--- src/rtl/master_cmd_queue_if.sv ---
// Host-frame input, issue bus and status signals of the master command queue.
// The slave modport is the queue itself; the master modport is its environment.
interface master_cmd_queue_if #(
    parameter int unsigned DEPTH = 4
);
    localparam int unsigned LW = $clog2(DEPTH + 1);

    logic          HOST_WE;
    logic          HOST_SOF;
    logic [31:0]   HOST_DATA;
    logic [47:0]   TIME_NOW;
    logic          CMD_DONE;
    logic          WR_DATA;
    logic [47:0]   MEM_DDS_freq;
    logic [47:0]   MEM_DDS_delta_freq;
    logic [31:0]   MEM_DDS_delta_rate;
    logic [47:0]   MEM_TIME_START;
    logic [15:0]   MEM_N_impuls;
    logic [1:0]    MEM_TYPE_impulse;
    logic [31:0]   MEM_Interval_Ti;
    logic [31:0]   MEM_Interval_Tp;
    logic [31:0]   MEM_Tblank1;
    logic [31:0]   MEM_Tblank2;
    logic [LW-1:0] LEVEL;
    logic          FULL;
    logic          EMPTY;
    logic          ERR_FRAME;
    logic          ERR_OVF;
    logic          ERR_STALE;

    modport slave (
        input  HOST_WE, HOST_SOF, HOST_DATA, TIME_NOW, CMD_DONE,
        output WR_DATA, MEM_DDS_freq, MEM_DDS_delta_freq, MEM_DDS_delta_rate,
               MEM_TIME_START, MEM_N_impuls, MEM_TYPE_impulse, MEM_Interval_Ti,
               MEM_Interval_Tp, MEM_Tblank1, MEM_Tblank2, LEVEL, FULL, EMPTY,
               ERR_FRAME, ERR_OVF, ERR_STALE
    );

    modport master (
        output HOST_WE, HOST_SOF, HOST_DATA, TIME_NOW, CMD_DONE,
        input  WR_DATA, MEM_DDS_freq, MEM_DDS_delta_freq, MEM_DDS_delta_rate,
               MEM_TIME_START, MEM_N_impuls, MEM_TYPE_impulse, MEM_Interval_Ti,
               MEM_Interval_Tp, MEM_Tblank1, MEM_Tblank2, LEVEL, FULL, EMPTY,
               ERR_FRAME, ERR_OVF, ERR_STALE
    );
endinterface

--- src/rtl/master_cmd_queue.sv ---
// Assembles 11-word host frames into pulse-train commands, buffers them, drops stale
// ones and issues one command at a time to MASTER_START.
module master_cmd_queue #(
    parameter int unsigned DEPTH = 4,
    parameter int unsigned GUARD = 16
) (
    input  logic                 CLK,
    input  logic                 RESET,
    master_cmd_queue_if.slave    bus
);
    localparam int unsigned LW = $clog2(DEPTH + 1);
    localparam int unsigned PW = (DEPTH > 1) ? $clog2(DEPTH) : 1;

    typedef struct packed {
        logic [47:0] freq;
        logic [47:0] dfreq;
        logic [31:0] rate;
        logic [47:0] tstart;
        logic [15:0] n;
        logic [1:0]  typ;
        logic [31:0] ti;
        logic [31:0] tp;
        logic [31:0] tb1;
        logic [31:0] tb2;
    } cmd_t;

    typedef enum logic { A_IDLE, A_COLL } asm_state_t;
    typedef enum logic { S_IDLE, S_BUSY } iss_state_t;

    asm_state_t    r_astate, w_astate_nxt;
    iss_state_t    r_sstate, w_sstate_nxt;
    logic [3:0]    r_cnt, w_cnt_nxt;
    logic          w_store, w_frame_err, w_frame_done;
    logic [3:0]    w_idx;
    cmd_t          r_asm;
    logic          r_push;

    cmd_t          r_mem [DEPTH];
    logic [PW-1:0] r_wr_ptr, r_rd_ptr;
    logic [LW-1:0] r_level, w_level_nxt;
    logic          r_full, r_empty;
    logic          w_push_ok, w_ovf, w_pop, w_issue, w_drop, w_stale;
    cmd_t          w_head;

    cmd_t          r_cmd;
    logic          r_wr, r_err_frame, r_err_ovf, r_err_stale;

    function automatic logic [PW-1:0] ptr_inc(input logic [PW-1:0] p);
        return (p == PW'(DEPTH - 1)) ? '0 : p + PW'(1);
    endfunction

    // Assembler: word sequencing and frame-error detection
    always_comb begin
        w_astate_nxt = r_astate;
        w_cnt_nxt    = r_cnt;
        w_store      = 1'b0;
        w_idx        = 4'd0;
        w_frame_err  = 1'b0;
        w_frame_done = 1'b0;
        case (r_astate)
            A_IDLE: if (bus.HOST_WE && bus.HOST_SOF) begin
                w_store      = 1'b1;
                w_cnt_nxt    = 4'd1;
                w_astate_nxt = A_COLL;
            end
            A_COLL: if (bus.HOST_WE) begin
                w_store = 1'b1;
                if (bus.HOST_SOF) begin
                    w_frame_err = 1'b1;
                    w_cnt_nxt   = 4'd1;
                end else begin
                    w_idx     = r_cnt;
                    w_cnt_nxt = r_cnt + 4'd1;
                    if (r_cnt == 4'd10) begin
                        w_frame_done = 1'b1;
                        w_cnt_nxt    = 4'd0;
                        w_astate_nxt = A_IDLE;
                    end
                end
            end
            default: w_astate_nxt = A_IDLE;
        endcase
    end

    always_ff @(posedge CLK) begin
        if (RESET) begin
            r_astate <= A_IDLE;
            r_cnt    <= 4'd0;
        end else begin
            r_astate <= w_astate_nxt;
            r_cnt    <= w_cnt_nxt;
        end
    end

    // Field unpacking; the record is pushed the cycle after word 10 lands, so a new
    // frame may start overwriting r_asm in that same cycle.
    always_ff @(posedge CLK) begin
        if (RESET) begin
            r_asm  <= '0;
            r_push <= 1'b0;
        end else begin
            r_push <= w_frame_done;
            if (w_store) begin
                case (w_idx)
                    4'd0:  r_asm.freq[31:0] <= bus.HOST_DATA;
                    4'd1:  begin
                        r_asm.freq[47:32] <= bus.HOST_DATA[15:0];
                        r_asm.dfreq[15:0] <= bus.HOST_DATA[31:16];
                    end
                    4'd2:  r_asm.dfreq[47:16] <= bus.HOST_DATA;
                    4'd3:  r_asm.rate <= bus.HOST_DATA;
                    4'd4:  r_asm.tstart[31:0] <= bus.HOST_DATA;
                    4'd5:  begin
                        r_asm.tstart[47:32] <= bus.HOST_DATA[15:0];
                        r_asm.n             <= bus.HOST_DATA[31:16];
                    end
                    4'd6:  r_asm.typ <= bus.HOST_DATA[1:0];
                    4'd7:  r_asm.ti  <= bus.HOST_DATA;
                    4'd8:  r_asm.tp  <= bus.HOST_DATA;
                    4'd9:  r_asm.tb1 <= bus.HOST_DATA;
                    4'd10: r_asm.tb2 <= bus.HOST_DATA;
                    default: ;
                endcase
            end
        end
    end

    // FIFO bookkeeping; a pop frees a slot for a push in the same cycle
    assign w_push_ok = r_push && (!r_full || w_pop);
    assign w_ovf     = r_push && !w_push_ok;
    assign w_head    = r_mem[r_rd_ptr];

    always_comb begin
        w_level_nxt = r_level;
        if (w_push_ok && !w_pop)
            w_level_nxt = r_level + LW'(1);
        else if (!w_push_ok && w_pop)
            w_level_nxt = r_level - LW'(1);
    end

    always_ff @(posedge CLK) begin
        if (w_push_ok)
            r_mem[r_wr_ptr] <= r_asm;
    end

    always_ff @(posedge CLK) begin
        if (RESET) begin
            r_wr_ptr <= '0;
            r_rd_ptr <= '0;
            r_level  <= '0;
            r_full   <= 1'b0;
            r_empty  <= 1'b1;
        end else begin
            if (w_push_ok)
                r_wr_ptr <= ptr_inc(r_wr_ptr);
            if (w_pop)
                r_rd_ptr <= ptr_inc(r_rd_ptr);
            r_level <= w_level_nxt;
            r_full  <= (w_level_nxt == LW'(DEPTH));
            r_empty <= (w_level_nxt == '0);
        end
    end

    // Issue FSM: the 49-bit sum keeps TIME_NOW+GUARD from wrapping past zero
    assign w_stale = {1'b0, w_head.tstart} < ({1'b0, bus.TIME_NOW} + 49'(GUARD));

    always_comb begin
        w_sstate_nxt = r_sstate;
        w_pop        = 1'b0;
        w_issue      = 1'b0;
        w_drop       = 1'b0;
        case (r_sstate)
            S_IDLE: if (!r_empty) begin
                w_pop = 1'b1;
                if (w_stale) begin
                    w_drop = 1'b1;
                end else begin
                    w_issue      = 1'b1;
                    w_sstate_nxt = S_BUSY;
                end
            end
            S_BUSY: if (bus.CMD_DONE) w_sstate_nxt = S_IDLE;
            default: w_sstate_nxt = S_IDLE;
        endcase
    end

    always_ff @(posedge CLK) begin
        if (RESET) begin
            r_sstate    <= S_IDLE;
            r_cmd       <= '0;
            r_wr        <= 1'b0;
            r_err_frame <= 1'b0;
            r_err_ovf   <= 1'b0;
            r_err_stale <= 1'b0;
        end else begin
            r_sstate    <= w_sstate_nxt;
            r_wr        <= w_issue;
            r_err_frame <= w_frame_err;
            r_err_ovf   <= w_ovf;
            r_err_stale <= w_drop;
            if (w_issue)
                r_cmd <= w_head;
        end
    end

    assign bus.WR_DATA            = r_wr;
    assign bus.MEM_DDS_freq       = r_cmd.freq;
    assign bus.MEM_DDS_delta_freq = r_cmd.dfreq;
    assign bus.MEM_DDS_delta_rate = r_cmd.rate;
    assign bus.MEM_TIME_START     = r_cmd.tstart;
    assign bus.MEM_N_impuls       = r_cmd.n;
    assign bus.MEM_TYPE_impulse   = r_cmd.typ;
    assign bus.MEM_Interval_Ti    = r_cmd.ti;
    assign bus.MEM_Interval_Tp    = r_cmd.tp;
    assign bus.MEM_Tblank1        = r_cmd.tb1;
    assign bus.MEM_Tblank2        = r_cmd.tb2;
    assign bus.LEVEL              = r_level;
    assign bus.FULL               = r_full;
    assign bus.EMPTY              = r_empty;
    assign bus.ERR_FRAME          = r_err_frame;
    assign bus.ERR_OVF            = r_err_ovf;
    assign bus.ERR_STALE          = r_err_stale;
endmodule

--- src/flat_wrapper.sv ---
// flat-port wrapper written by rule: the top's interface ports become plain ports
module master_cmd_queue_flat 
#(
    parameter int unsigned DEPTH = 4,
    parameter int unsigned GUARD = 16
)
  (CLK, RESET, bus_HOST_WE, bus_HOST_SOF, bus_HOST_DATA, bus_TIME_NOW, bus_CMD_DONE, bus_WR_DATA, bus_MEM_DDS_freq, bus_MEM_DDS_delta_freq, bus_MEM_DDS_delta_rate, bus_MEM_TIME_START, bus_MEM_N_impuls, bus_MEM_TYPE_impulse, bus_MEM_Interval_Ti, bus_MEM_Interval_Tp, bus_MEM_Tblank1, bus_MEM_Tblank2, bus_LEVEL, bus_FULL, bus_EMPTY, bus_ERR_FRAME, bus_ERR_OVF, bus_ERR_STALE);
  master_cmd_queue_if #(.DEPTH(DEPTH)) bus_i ();
  input  logic CLK;
  input  logic RESET;
  input wire logic [$bits(bus_i.HOST_WE)-1:0] bus_HOST_WE;
  input wire logic [$bits(bus_i.HOST_SOF)-1:0] bus_HOST_SOF;
  input wire logic [$bits(bus_i.HOST_DATA)-1:0] bus_HOST_DATA;
  input wire logic [$bits(bus_i.TIME_NOW)-1:0] bus_TIME_NOW;
  input wire logic [$bits(bus_i.CMD_DONE)-1:0] bus_CMD_DONE;
  output wire logic [$bits(bus_i.WR_DATA)-1:0] bus_WR_DATA;
  output wire logic [$bits(bus_i.MEM_DDS_freq)-1:0] bus_MEM_DDS_freq;
  output wire logic [$bits(bus_i.MEM_DDS_delta_freq)-1:0] bus_MEM_DDS_delta_freq;
  output wire logic [$bits(bus_i.MEM_DDS_delta_rate)-1:0] bus_MEM_DDS_delta_rate;
  output wire logic [$bits(bus_i.MEM_TIME_START)-1:0] bus_MEM_TIME_START;
  output wire logic [$bits(bus_i.MEM_N_impuls)-1:0] bus_MEM_N_impuls;
  output wire logic [$bits(bus_i.MEM_TYPE_impulse)-1:0] bus_MEM_TYPE_impulse;
  output wire logic [$bits(bus_i.MEM_Interval_Ti)-1:0] bus_MEM_Interval_Ti;
  output wire logic [$bits(bus_i.MEM_Interval_Tp)-1:0] bus_MEM_Interval_Tp;
  output wire logic [$bits(bus_i.MEM_Tblank1)-1:0] bus_MEM_Tblank1;
  output wire logic [$bits(bus_i.MEM_Tblank2)-1:0] bus_MEM_Tblank2;
  output wire logic [$bits(bus_i.LEVEL)-1:0] bus_LEVEL;
  output wire logic [$bits(bus_i.FULL)-1:0] bus_FULL;
  output wire logic [$bits(bus_i.EMPTY)-1:0] bus_EMPTY;
  output wire logic [$bits(bus_i.ERR_FRAME)-1:0] bus_ERR_FRAME;
  output wire logic [$bits(bus_i.ERR_OVF)-1:0] bus_ERR_OVF;
  output wire logic [$bits(bus_i.ERR_STALE)-1:0] bus_ERR_STALE;
  assign bus_i.HOST_WE = bus_HOST_WE;
  assign bus_i.HOST_SOF = bus_HOST_SOF;
  assign bus_i.HOST_DATA = bus_HOST_DATA;
  assign bus_i.TIME_NOW = bus_TIME_NOW;
  assign bus_i.CMD_DONE = bus_CMD_DONE;
  assign bus_WR_DATA = bus_i.WR_DATA;
  assign bus_MEM_DDS_freq = bus_i.MEM_DDS_freq;
  assign bus_MEM_DDS_delta_freq = bus_i.MEM_DDS_delta_freq;
  assign bus_MEM_DDS_delta_rate = bus_i.MEM_DDS_delta_rate;
  assign bus_MEM_TIME_START = bus_i.MEM_TIME_START;
  assign bus_MEM_N_impuls = bus_i.MEM_N_impuls;
  assign bus_MEM_TYPE_impulse = bus_i.MEM_TYPE_impulse;
  assign bus_MEM_Interval_Ti = bus_i.MEM_Interval_Ti;
  assign bus_MEM_Interval_Tp = bus_i.MEM_Interval_Tp;
  assign bus_MEM_Tblank1 = bus_i.MEM_Tblank1;
  assign bus_MEM_Tblank2 = bus_i.MEM_Tblank2;
  assign bus_LEVEL = bus_i.LEVEL;
  assign bus_FULL = bus_i.FULL;
  assign bus_EMPTY = bus_i.EMPTY;
  assign bus_ERR_FRAME = bus_i.ERR_FRAME;
  assign bus_ERR_OVF = bus_i.ERR_OVF;
  assign bus_ERR_STALE = bus_i.ERR_STALE;
  master_cmd_queue #(.DEPTH(DEPTH), .GUARD(GUARD)) u_core (.CLK(CLK), .RESET(RESET), .bus(bus_i));
endmodule
--- config.mk ---
export PLATFORM = sky130hd
export DESIGN_NAME = master_cmd_queue_flat
export DESIGN_NICKNAME = d
export VERILOG_FILES = /design/src/rtl/master_cmd_queue_if.sv /design/src/rtl/master_cmd_queue.sv /design/src/flat_wrapper.sv
export SDC_FILE = /design/constraint.sdc
export NUM_CORES = 2
export LEC_CHECK = 0
export CORE_MARGIN = 5
export CORE_UTILIZATION = 37
export DETAILED_ROUTE_END_ITERATION = 7
export PLACE_DENSITY = 0.64
export SYNTH_ARGS = -nofsm -noshare
export SYNTH_HDL_FRONTEND = slang
export SYNTH_SLANG_ARGS = --single-unit
--- constraint.sdc ---
create_clock -name CLK -period 13.53 [get_ports CLK]
set_clock_uncertainty 0.2 [all_clocks]
set_input_delay 1.353 -clock CLK [delete_from_list [all_inputs] [get_ports CLK]]
set_output_delay 1.353 -clock CLK [all_outputs]
set_load 0.03 [all_outputs]
==> metrics.md <==
| Metric | Value |
|---|---|
| Synth Flop Type | `edfxtp_1` |
| Syn Area/Cell | `around 15 um2` |
| # rows | `about 160` |
| DP Wirelength | `111 mm` |
| First-pass GRT wire length | `between 200 and 300 mm` |
| Nets | `approximately 5400` |
| Worst reg2reg path depth | `13` |
| FMAX | `144 MHz` |
| Period utilisation layout | `51.4%` |
| Routability cong. | `approximately 0.78` |
| Area added between synthesis and finish | `17.8%` |
| Port bufs | `415` |
| Sinks on Clock Net | `slightly below 2000` |
| Rel. slew slack | `about a fifth` |
| #FFs+latches synth | `1954` |
| Drt wl/cell | `between 20 and 25 um` |
| Htree depth | `4` |
| Effective utilization at floorplan | `around 37%` |
| CTS Hold Buffers Added | `0` |
| Total grt overflow | `0` |
| Setup bufs post-CTS | `0` |
| Layout cell share with drive strength beyond 1 | `between 10% and 20%` |
| Hold path start | `u_core.bus.MEM_TIME_START[0]` |
| Post-CTS sizing | `0` |
| Min-Delay Endpoint | `u_core.bus.MEM_TIME_START[0]` |
| Setup TNS | `0 ns` |
| Initial antenna violation count | `26` |
| Clk buf depth | `3` |
| PwrDens | `about 200 nW/um2` |
| Die Span X | `~460 um` |
| Final Slew Violations | `0` |
| Post-Synthesis Cells | `around 4900` |
| CTS root buffer | `clkbuf_16` |
| Die Ht | `~460 um` |
| Drt pass-1 iters | `5` |
| Largest net degree at the start of global routing | `between 200 and 250` |
| Drt drc | `0` |
| Register area | `about 52000 um2` |
| Die footprint | `roughly 210000 um2` |
| Syn Std Cell Area | `between 70000 and 80000 um2` |
| Avg Vias per Cell | `around 5` |
| Worst setup SP type | `input pin` |
| Setup CP Type | `in -> reg` |
| Setup violations, final | `0` |
| Leakage | `30.1 nW` |
| Final WL | `around 200 mm` |
| DR iter-0 viols | `3865` |
| Final hold slack | `~0.27 ns` |
| Max VDD drop | `roughly 160 uV` |
| Via count | `approximately 41000` |
| Unrepaired setup endpoints after global routing | `no` |
| Footprint of the multi-input gates | `between 20000 and 25000 um2` |
| Vias in the first global route | `40807` |
| Worst-path clk slew | `0.06 ns` |
| Max-Cap Viols | `0` |
| Register-to-Register Setup Slack | `6.73 ns` |
| Req. time, crit path | `~14 ns` |
| Final min period | `6.96 ns` |
| Critical Path End Type | `register` |
| Ys async rst share | `0%` |
| Mapped Nets | `roughly 5000` |
| Status | `completed` |
| Antenna viol nets, final | `0` |
| Core Area | `200000 um2` |
| Fillers | `about 18000` |
| Seq/Total Area, Yosys | `69.8%` |
| Synth unique cells | `47` |
| R2r endpoint | `u_core.bus.MEM_Interval_Tp[19]` |
| Hold path cells | `2` |
| Ports | `about 420` |
| Worst skew pair latency | `0.83 ns` |
| Worst EP arrival | `between 7 and 8 ns` |
| GRT Util Overall | `18.2%` |
| Worst-margin pin slew | `roughly 1.2 ns` |
| Design Power | `roughly 18 mW` |
| CP max FO | `96` |
| Hold Fails Final Rpt | `0` |
| Cts bufs inserted | `a little under 200` |
| CTS tree | `done` |
| Synthesis Warnings | `0` |
| EDFF count, synth | `roughly 1300` |
| Hold WC Path Type | `reg -> reg` |
-- critical path, stage by stage --
cell and delay, ns:
clkdlybuf4s50_1 0.57, nand4_1 0.27, nor3_1 0.78, and3_1 0.38, or3b_2 0.50, or2_2 0.34, nor2_1 0.13, xnor2_1 0.15
ha_1 0.27, and4_1 0.15, nand4_1 0.12, o211ai_1 0.17, o211ai_1 0.51, buf_4 0.71, buf_12 0.51, mux2i_1 0.27
-- routing by layer --
metal | vias to the layer above | wire length [um] | global-route usage, % | share of wire [%]
met3 | 296 | 15300 | 3.71 | 7.8
met5 | - | 36 | 0 | 0.018
met2 | 1507 | 90800 | 28.9 | 46
li1 | 18595 | - | - | -
met4 | 6 | 6450 | 6.10 | 3.3
met1 | 20816 | 82700 | 25.0 | 42
-- cells by family after synthesis --
| kind of cell | count (synthesis) | share of synthesized area [%] |
|---|---|---|
| AO/OA/AOI/OAI | 387 | 2.68 |
| XOR/XNOR | 44 | 0.517 |
| adder cells (fa/ha/maj) | 58 | 0.974 |
| buffers and inverters | 334 | 2.07 |
| flip-flops | 1954 | 69.8 |
| multiplexers | 644 | 14.1 |
| AND/OR/NAND/NOR | 1484 | 9.93 |
-- how the worst max path moves through the flow --
stage,cells after the start,endpoint,from
2_1_floorplan,4,u_core.r_mem[0][0],u_core.bus.EMPTY
3_3_place_gp,16,u_core.bus.MEM_Interval_Tp[23],bus_TIME_NOW[8]
3_5_place_dp,16,u_core.bus.MEM_Interval_Ti[28],bus_TIME_NOW[8]
4_1_cts,13,u_core.bus.MEM_Interval_Tp[19],register
5_1_grt,13,u_core.bus.MEM_Interval_Tp[1],register
6_report,16,u_core.bus.MEM_Interval_Tp[19],bus_TIME_NOW[8]
-- layout by cell type (no fill, tap or decap), types with 6 or more instances in the layout --
cell and n:
clkinv_1 29, clkbuf_16 201, nor2_1 43, clkbuf_1 43, xor2_1 28, nand2_1 689
inv_1 13, nand4_1 16, clkinv_4 6, edfxtp_1 1288, clkdlybuf4s50_1 383, buf_2 31
ha_1 58, buf_4 52, mux4_2 322, clkinvlp_4 6, nand3_1 26, buf_12 7
a21oi_1 352, clkbuf_8 18, nand2b_1 648, nor3_1 15, bufinv_16 23, and3_1 9
o21ai_0 13, inv_6 10, clkinv_2 31, mux2i_1 322, dfxtp_1 664, xnor2_1 16
-- stage by stage --
stage / util (%) / setup WS, ns / cells / cell area, um2
floorplan: - / 4.01 / 4905 / 74500
global placement: 40.5 / 5.61 / 7714 / 81000
detailed placement: 40.5 / 5.60 / 7714 / 81000
CTS: 43.9 / 6.45 / 8090 / 87800
global route: 43.9 / 6.11 / 8094 / 87800
finish: 43.9 / 6.57 / 8095 / 87800
-- report_power, final --
part / leakage (nW) / internal [mW] / switching [mW]
Sequential: 17.5 / 6.64 / 0.325
Clock: 3.31 / 3.29 / 2.35
Combinational: 9.27 / 2.34 / 2.73
-- state kept, by name, indices dropped and copies added, names as in the netlist, 2 cells and up, named ones only --
signal / count
u_core.r_mem: 1288
u_core.r_asm: 322
u_core.bus.MEM_DDS_delta_freq: 48
u_core.bus.MEM_DDS_freq: 48
u_core.bus.MEM_TIME_START: 48
u_core.bus.MEM_DDS_delta_rate: 32
u_core.bus.MEM_Interval_Ti: 32
u_core.bus.MEM_Interval_Tp: 32
u_core.bus.MEM_Tblank1: 32
u_core.bus.MEM_Tblank2: 32
u_core.bus.MEM_N_impuls: 16
u_core.r_cnt: 4
u_core.bus.LEVEL: 3
u_core.bus.MEM_TYPE_impulse: 2
u_core.r_rd_ptr: 2
u_core.r_wr_ptr: 2
-- Yosys cell counts (13+ instances only) --
library cell / count / area share, %
nor2_1: 47 / 0.24
dfxtp_1: 666 / 18
nand4_1: 16 / 0.13
clkbuf_1: 245 / 1.2
nand3_1: 28 / 0.19
mux4_2: 322 / 9.7
nor3_1: 17 / 0.11
buf_6: 19 / 0.29
o21ai_0: 13 / 0.087
a21oi_1: 352 / 2.4
nand2b_1: 648 / 5.4
ha_1: 58 / 0.97
xor2_1: 28 / 0.33
nand2_1: 691 / 3.5
xnor2_1: 16 / 0.19
buf_1: 39 / 0.20
mux2i_1: 322 / 4.3
edfxtp_1: 1288 / 52
inv_1: 13 / 0.065
-- cell type report --
class                           count  area share [%]
Sequential cell                  1954            59.2
Multi-Input combinational cell   2617            24.0
Clock buffer                      262            6.20
Timing Repair Buffer              474            5.16
Tap cell                         2656            3.79
Clock inverter                    114            1.54
Inverter                           13          0.0556
Antenna cell                        5          0.0143
Note: power is estimated with default switching activity, not from simulation.
